==> config.mk <==
export PLATFORM = sky130hd
export DESIGN_NAME = dii_packet_arbiter
export DESIGN_NICKNAME = d
export VERILOG_FILES = /design/src/rtl/dii_packet_arbiter_pkg.sv /design/src/rtl/dii_packet_arbiter_rr_arbiter.sv /design/src/rtl/dii_packet_arbiter.sv
export SDC_FILE = /design/constraint.sdc
export NUM_CORES = 1
export LEC_CHECK = 0
export ABC_CLOCK_PERIOD_IN_PS = 3450
export BUFFER_PORTS_ARGS = -buffer_cell sky130_fd_sc_hd__buf_2
export CORE_ASPECT_RATIO = 1.5
export CORE_MARGIN = 3
export CORE_UTILIZATION = 39
export CTS_CLUSTER_SIZE = 30
export DETAILED_ROUTE_END_ITERATION = 8
export PLACE_DENSITY = 0.79
export SLEW_MARGIN = 10
export SYNTH_ARGS = -nofsm -noshare
export SYNTH_HDL_FRONTEND = slang
export SYNTH_HIERARCHICAL = 1
export SYNTH_SLANG_ARGS = --single-unit
==> constraint.sdc <==
create_clock -name clk -period 3.45 [get_ports clk]
set_input_delay 0.345 -clock clk [delete_from_list [all_inputs] [get_ports clk]]
set_output_delay 0.345 -clock clk [all_outputs]
set_load 0.05 [all_outputs]
==> src/rtl/dii_packet_arbiter_pkg.sv <==
// Shared types for the dii packet arbiter: flit payload and arbiter FSM states.
package dii_packet_arbiter_pkg;

  localparam int unsigned DII_DATA_W = 16;

  typedef struct packed {
    logic                  valid;
    logic                  last;
    logic [DII_DATA_W-1:0] data;
  } dii_flit;

  typedef enum logic {
    ST_IDLE = 1'b0,
    ST_BUSY = 1'b1
  } arb_state_e;

endpackage

==> src/rtl/dii_packet_arbiter_rr_arbiter.sv <==
// Combinational round-robin picker: first unmasked requester at or after ptr,
// wrapping modulo N.
module dii_rr_arbiter #(
  parameter int unsigned N = 4,
  localparam int unsigned PW = $clog2(N)
) (
  input  logic [N-1:0]  req,
  input  logic [N-1:0]  mask,
  input  logic [PW-1:0] ptr,
  output logic [N-1:0]  gnt_onehot,
  output logic          gnt_valid
);

  logic [N-1:0] cand;
  int unsigned  pos;

  always_comb begin
    gnt_onehot = '0;
    gnt_valid  = 1'b0;
    cand       = req & ~mask;
    pos        = 0;
    for (int unsigned k = 0; k < N; k++) begin
      pos = 32'(ptr) + k;
      if (pos >= N) pos = pos - N;
      if (!gnt_valid && cand[PW'(pos)]) begin
        gnt_onehot[PW'(pos)] = 1'b1;
        gnt_valid            = 1'b1;
      end
    end
  end

endmodule

==> src/rtl/dii_packet_arbiter.sv <==
// Packet-level round-robin merge of N dii_flit streams; grant held until last flit.
// Optional per-port completed-packet counters under DII_ARB_STATS_EN.
module dii_packet_arbiter
  import dii_packet_arbiter_pkg::*;
#(
  parameter int unsigned N = 4
`ifdef DII_ARB_STATS_EN
  , parameter int unsigned CNT_WIDTH = 16
`endif
) (
  input  logic                        clk,
  input  logic                        rst,
  input  dii_flit [N-1:0]             flit_in,
  output logic [N-1:0]                flit_in_ready,
  output dii_flit                     flit_out,
  input  logic                        flit_out_ready,
  output logic [N-1:0]                grant,
  output logic                        busy
`ifdef DII_ARB_STATS_EN
  , output logic [N-1:0][CNT_WIDTH-1:0] pkt_count
`endif
);

  localparam int unsigned PW = $clog2(N);

  arb_state_e    state_q, state_d;
  logic [N-1:0]  grant_q, grant_d;
  logic          busy_q, busy_d;
  logic [PW-1:0] rr_ptr_q, rr_ptr_d;

  logic [PW-1:0] gidx, gidx_next;
  logic [N-1:0]  req, arb_mask, arb_gnt;
  logic [PW-1:0] arb_ptr;
  logic          arb_valid;
  logic          xfer_last;

  // Index of the held grant and the port after it.
  always_comb begin
    gidx = '0;
    for (int unsigned i = 0; i < N; i++) begin
      if (grant_q[i]) gidx = PW'(i);
    end
    gidx_next = (gidx == PW'(N - 1)) ? '0 : gidx + PW'(1);
  end

  always_comb begin
    flit_out      = '0;
    flit_in_ready = '0;
    req           = '0;
    for (int unsigned i = 0; i < N; i++) req[i] = flit_in[i].valid;
    if (state_q == ST_BUSY) begin
      flit_out            = flit_in[gidx];
      flit_in_ready[gidx] = flit_out_ready;
    end
    xfer_last = (state_q == ST_BUSY) & flit_out.valid & flit_out_ready & flit_out.last;
  end

  // Handover masks the finishing port and searches from the port after it.
  always_comb begin
    arb_mask = (state_q == ST_BUSY) ? grant_q : '0;
    arb_ptr  = (state_q == ST_BUSY) ? gidx_next : rr_ptr_q;
  end

  dii_rr_arbiter #(.N(N)) u_rr (
    .req       (req),
    .mask      (arb_mask),
    .ptr       (arb_ptr),
    .gnt_onehot(arb_gnt),
    .gnt_valid (arb_valid)
  );

  always_comb begin
    state_d  = state_q;
    grant_d  = grant_q;
    rr_ptr_d = rr_ptr_q;
    case (state_q)
      ST_IDLE: begin
        if (arb_valid) begin
          grant_d = arb_gnt;
          state_d = ST_BUSY;
        end
      end
      ST_BUSY: begin
        if (xfer_last) begin
          rr_ptr_d = gidx_next;
          if (arb_valid) begin
            grant_d = arb_gnt;
          end else begin
            grant_d = '0;
            state_d = ST_IDLE;
          end
        end
      end
      default: begin
        state_d = ST_IDLE;
        grant_d = '0;
      end
    endcase
    busy_d = (state_d == ST_BUSY);
  end

  always_ff @(posedge clk or negedge rst) begin
    if (!rst) begin
      state_q  <= ST_IDLE;
      grant_q  <= '0;
      busy_q   <= 1'b0;
      rr_ptr_q <= '0;
    end else begin
      state_q  <= state_d;
      grant_q  <= grant_d;
      busy_q   <= busy_d;
      rr_ptr_q <= rr_ptr_d;
    end
  end

  assign grant = grant_q;
  assign busy  = busy_q;

`ifdef DII_ARB_STATS_EN
  logic [N-1:0][CNT_WIDTH-1:0] cnt_q, cnt_d;

  // Saturating count of completed packets per port.
  always_comb begin
    cnt_d = cnt_q;
    if (xfer_last && (cnt_q[gidx] != '1)) cnt_d[gidx] = cnt_q[gidx] + CNT_WIDTH'(1);
  end

  always_ff @(posedge clk or negedge rst) begin
    if (!rst) cnt_q <= '0;
    else      cnt_q <= cnt_d;
  end

  assign pkt_count = cnt_q;
`endif

endmodule
== After elaboration in Yosys (flattened, before gate mapping) ==
Index checks and enable logic that the tools add are counted.
Storage, ports and cells
  register bits after elaboration: 7
  bits of input ports: 75
  logic and storage cells: 98
Cells by class
  add/subtract/negate cells: 8
  order comparisons: 14
  bitwise logic cells: 10
  multiplexer cells: 47
  reduce and logical (&&, ||, !) cells: 13
  equality and inequality tests: 3
Operators by type and width (number)
  18-bit binary-select mux with 2-bit select: 1
  18-bit 2-to-1 mux: 2
  4-bit 2-to-1 mux: 9
  1-bit 2-to-1 mux: 16
  2-bit 2-to-1 mux: 8
  2-bit by 3-bit less-than comparator with 1-bit output (second input constant): 5
  4-bit bitwise OR: 3
  1-bit demux with 2-bit select: 5
  2-bit by 1-bit greater-or-equal comparator with 1-bit output (second input constant): 5
  3-bit greater-or-equal comparator (second input constant): 3
  4-bit AND: 2
  1-bit binary-select mux with 2-bit select: 4
  1-bit logical AND: 8
  4-bit case mux with 2 select lines: 1
  2-bit by 1-bit subtractor with 2-bit output (second input constant): 4
  2-bit by 2-bit adder with 3-bit output (second input constant): 2
  4-bit NOT: 1
  2-bit AND reduction: 2
  2-bit by 1-bit adder with 3-bit output (second input constant): 1
  1-bit AND: 3
  2-bit by 3-bit greater-or-equal comparator with 1-bit output (second input constant): 1
  1-bit logical NOT: 3
  2-bit by 1-bit adder with 2-bit output (second input constant): 1
  2-bit == test (second input constant): 1
  other kinds (4): 4

== Logic depth before layout (Yosys ltp) ==
  depth after elaboration: 23
  mapped depth: 15

== Hierarchy ==
Netlist, hierarchy kept.
By module, submodules not included
  dii_packet_arbiter: area an instance 1118.6 um2, cells an instance 159, seq. area each 175.2 um2, times used 1
  dii_rr_arbiter: area an instance 431.7 um2, cells an instance 47, seq. area each 0.0 um2, times used 1

== Least setup slack after synthesis ==
Ideal clock, no wire load.
  path kind: register to register
  start: register grant_q[1] (netlist: grant[1])
  end: register grant_q[3] (netlist: grant[3])
  path slack: -0.244 ns
  stages on the path, launching flop included: 13
  data arrival time: 3.573 ns
  path buffers: 2
  required time: 3.328 ns
  path through: dfrtp_1 -> buf_2 -> buf_2 -> a21oi_1 -> inv_1 -> ha_1 -> mux2_2 -> inv_2 -> mux4_2 -> a22o_1 -> a21o_1 -> a221o_1 -> a32o_1
Between the ends
  word-level cells in the longest chain between the ends: 23
  elaborated cells between the ends (all ways): 83
RTL lines
  start, declared: line dii_packet_arbiter.sv:27  | logic [N-1:0] grant_q, grant_d;
  start signal, assigned: line dii_packet_arbiter.sv:110  | grant_q <= grant_d;
  1-bit 2-to-1 mux *: line dii_packet_arbiter.sv:41  | if (grant_q[i]) gidx = PW'(i);
  2-bit 2-to-1 mux * (2 in series): line dii_packet_arbiter.sv:41
  2-bit by 1-bit adder with 2-bit output or 2-bit == test (tied branches): line dii_packet_arbiter.sv:43  | gidx_next = (gidx == PW'(N - 1)) ? '0 : gidx + PW'(1);
  2-bit 2-to-1 mux *: line dii_packet_arbiter.sv:43
  named net gidx_next[0]: line dii_packet_arbiter.sv:31  | logic [PW-1:0] gidx, gidx_next;
  2-bit 2-to-1 mux *: line dii_packet_arbiter.sv:61  | arb_ptr = (state_q == ST_BUSY) ? gidx_next : rr_ptr_q;
  branches (longest 13 deep; another with 2-bit by 1-bit adder with 3-bit output)
  4-bit 2-to-1 mux *: line dii_packet_arbiter_rr_arbiter.sv:25  | if (!gnt_valid && cand[PW'(pos)]) begin
  named net arb_gnt[3]: line dii_packet_arbiter.sv:32  | logic [N-1:0] req, arb_mask, arb_gnt;
  4-bit 2-to-1 mux: line dii_packet_arbiter.sv:86  | if (arb_valid) begin
  4-bit 2-to-1 mux: line dii_packet_arbiter.sv:84  | if (xfer_last) begin
  4-bit case mux with 2 select lines *: line dii_packet_arbiter.sv:76  | case (state_q)
Mark *: on every way through the listed nets, which the timed path passes. The select of a mux whose other input is x is not followed.
A chain may end at the register's enable or synchronous reset.

== Worst setup path after layout ==
  start: register grant_q[3] (netlist: grant[3])
  end: register grant_q[1] (netlist: grant[1])
Between the ends
  word-level cells in the longest chain between the ends: 21
  elaborated cells between the ends (all ways): 81
RTL lines (line)
  2-bit 2-to-1 mux *: dii_packet_arbiter.sv:41
  2-bit by 1-bit adder with 2-bit output or 2-bit == test (tied branches): dii_packet_arbiter.sv:43
  2-bit 2-to-1 mux *: dii_packet_arbiter.sv:43
  named net gidx_next[0]: dii_packet_arbiter.sv:31
  2-bit 2-to-1 mux *: dii_packet_arbiter.sv:61
  branches (longest 13 deep; another with 2-bit by 1-bit adder with 3-bit output)
  4-bit 2-to-1 mux *: dii_packet_arbiter_rr_arbiter.sv:25
  named net arb_gnt[1]: dii_packet_arbiter.sv:32
  4-bit 2-to-1 mux: dii_packet_arbiter.sv:86
  4-bit 2-to-1 mux: dii_packet_arbiter.sv:84
  4-bit case mux with 2 select lines *: dii_packet_arbiter.sv:76
Marked as above.

==> impl_metrics.env <==
export IMPL_synth_cells=206
export IMPL_crit_buf_inv=2
export IMPL_cts_max_level=1
export IMPL_place_ws_ns=0.278
export IMPL_synth_cell_type_count=38
export IMPL_cp_cell_sequence="a21oi_2 -> inv_1 -> ha_1 -> mux2_2 -> inv_2 -> ha_1 -> mux4_2 -> nor2b_4 -> a21o_1 -> a221o_1 -> a32o_1"
export IMPL_grt_pass1_wl_um=7620
export IMPL_worstPathRequired_ns=3.56
export IMPL_synth_top_area_share_pct=11.6
export IMPL_path_clk_slew_ns=0.04
export IMPL_period_needed_ns=3.20
export IMPL_ys_seq_area_share_pct=11.3
export IMPL_pin_count=102
export IMPL_viasPerCell=5.35
export IMPL_drtIter0Drc=70
export IMPL_synth_ff_type="dfrtp_1"
export IMPL_dieArea_um2=4780
export IMPL_drt_pass1_iterations=4
export IMPL_layout_area_seq_um2=178
export IMPL_avgSynthCellArea_um2=7.53
export IMPL_gp_congestion=0.931
export IMPL_die_h_um=83.2
export IMPL_worst_pin_slew_ns=0.441
export IMPL_crit_slowest_cell="dfrtp_1"
export IMPL_finalWorstSetupSlack_ns=0.252
export IMPL_min_period_over_period_pct=92.7
export IMPL_cp_start_kind="flop"
export IMPL_syn_num_nets=292
export IMPL_postRouteAntennaNets=0
export IMPL_cts_root_buffer_cell="clkbuf_8"
export IMPL_num_vias=1856
export IMPL_drive_gt1_share_pct=42.1
export IMPL_port_buffers=101
export IMPL_drc=0
export IMPL_clock_fmax_mhz=313
export IMPL_synth_seq_cells=7
export IMPL_grt_pass1_vias=1689
export IMPL_status="finished clean"
export IMPL_cts_path_max_buffers=2
export IMPL_critPathMaxStageDelay_ns=0.47
export IMPL_n_fill_cell=363
export IMPL_cts_sinks=7
export IMPL_numCtsBuffers=3
export IMPL_synth_top_cell_by_area="mux2i_1"
export IMPL_skew_ns=0.00138
export IMPL_clk_latency_ns=0.23
export IMPL_cap_violations=0
export IMPL_grt_max_degree=38
export IMPL_slew_headroom_pct=70.4
export IMPL_synthArstFlopShare_pct=100
export IMPL_finalMaxSlewViolations=0
export IMPL_crit_family="compound AO/OA/AOI/OAI gates"
export IMPL_area_growth_syn_to_layout_pct=39.4
export IMPL_antenna_found_initial=0
export IMPL_finalSetupTns_ns=0
export IMPL_syn_area_um2=1550
export IMPL_multi_input_area_um2=1310
export IMPL_worstSetupEndpointType="flop"
export IMPL_hpwl_um=3970
export IMPL_cpMostUsedCell="ha_1"
export IMPL_criticalPathCategory="reg -> reg"
export IMPL_grt_ovfl_total=0
export IMPL_yosys_top_cells_count="and2_1, a21oi_1, nor2_1"
export IMPL_yosysMostFrequentCell="and2_1"
export IMPL_rsz0062_at_grt="no"
export IMPL_finalWirelength_um=4930
export IMPL_hold_path_class="reg -> reg"
export IMPL_std_cell_rows=27
export IMPL_worstPathArrival_ns=3.31
export IMPL_yosys_warnings=6
export IMPL_fin_nets=391
export IMPL_dpl_cell_count=342
export IMPL_tritoncts="done"
export IMPL_cp_max_fo=10
export IMPL_floorplan_initialDensity_pct=41.3
export IMPL_synth_edff_count=0
export IMPL_diodes=0
export IMPL_die_x_um=57.5
export IMPL_finalNonFillerCells=347
export IMPL_hold_viol=0
export IMPL_grt_usage_pct=19.2
export IMPL_finish_utilization_pct=57.6
export IMPL_core_um2=3750
export IMPL_post_cts_setup_buffers=0
export IMPL_routedWlPerCell_um=14.2
export IMPL_synth_area_leaders="mux2i_1, dfrtp_1, and2_1, ha_1, a21oi_1"
export IMPL_setup_violations=0
[worst reg2reg max path, stage by stage (launching register included)]
cell and delay (ns):
dfrtp_1 0.47, a21oi_2 0.22, inv_1 0.11, ha_1 0.32
mux2_2 0.35, inv_2 0.14, ha_1 0.29, mux4_2 0.33
nor2b_4 0.16, a21o_1 0.18, a221o_1 0.26, a32o_1 0.24
[final cells by class]
type                            instances  area share [%]
Clock buffer                            4            2.08
Multi-Input combinational cell        181            60.7
Inverter                                5           0.869
Tap cell                               43            2.49
Timing Repair Buffer                  107            25.6
Sequential cell                         7            8.22
[timing repair]
action,in CTS,in global routing
gates resized for setup,0,1
setup endpoints to repair,0,1
hold buffers,1,0
endpoints found under the hold margin,7,0
[state kept, by name, indices dropped and copies added, names as in the netlist]
signal,cells
grant,4
rr_ptr_q,2
busy,1
[kinds of logic (layout without fill, tap and decap cells)]
group | Yosys count | in the layout | share of synthesized area (%)
simple gates | 90 | 90 | 33.5
flops | 7 | 7 | 11.3
buf+inv | 18 | 116 | 4.68
mux | 24 | 24 | 17.4
compound gates | 56 | 56 | 24.2
fa+ha+maj | 11 | 11 | 8.88
[metrics by stage]
stage          cell area, um^2  hold WS [ns]
3_5_place_dp              2100         0.181
5_1_grt                   2160         0.498
3_3_place_gp              2100         0.179
6_report                  2160         0.488
4_1_cts                   2150         0.480
2_1_floorplan             1560        0.0494
[layer usage]
layer	up-vias	track usage (%)	part of all wire, %
met2	90	36.5	51
met4	0	6.54	2.5
met1	817	20.4	36
met5	-	0	0
li1	938	-	-
met3	11	2.80	11
[cell usage in the layout, fill, tap and decap left out, types with 5 or more instances in the layout]
cell / synthesis / final
buf_2: 4 / 101
and2_1: 23 / 23
nor2_1: 19 / 19
mux2i_1: 18 / 18
a21oi_1: 19 / 18
nand2_1: 18 / 18
ha_1: 11 / 11
o21ai_0: 9 / 9
o21ai_1: 8 / 8
nand2b_1: 6 / 6
a221o_1: 5 / 5
and3_1: 5 / 5
dfrtp_1: 7 / 5
buf_4: 0 / 5
[path summary, 6_finish.rpt]
check / start / endpoint / slack (ns) / cells past startpoint
max: grant[3]$_DFFE_PN0P_ / grant[1]$_DFFE_PN0P_ / 0.25 / 11
min reg2reg: rr_ptr_q[1]$_DFFE_PN0P_ / rr_ptr_q[1]$_DFFE_PN0P_ / 0.49 / 1
max in group asynchronous: rst / grant[2]$_DFFE_PN0P_ / 2.77 / 2
max reg2reg: grant[3]$_DFFE_PN0P_ / grant[1]$_DFFE_PN0P_ / 0.25 / 11
min in group asynchronous: rst / busy$_DFF_PN0_ / 0.51 / 2
min: rr_ptr_q[1]$_DFFE_PN0P_ / rr_ptr_q[1]$_DFFE_PN0P_ / 0.49 / 1
Power is left out: the tool's default activity adds up to more than one toggle a clock period on the data nets, which glitch-free logic cannot reach.
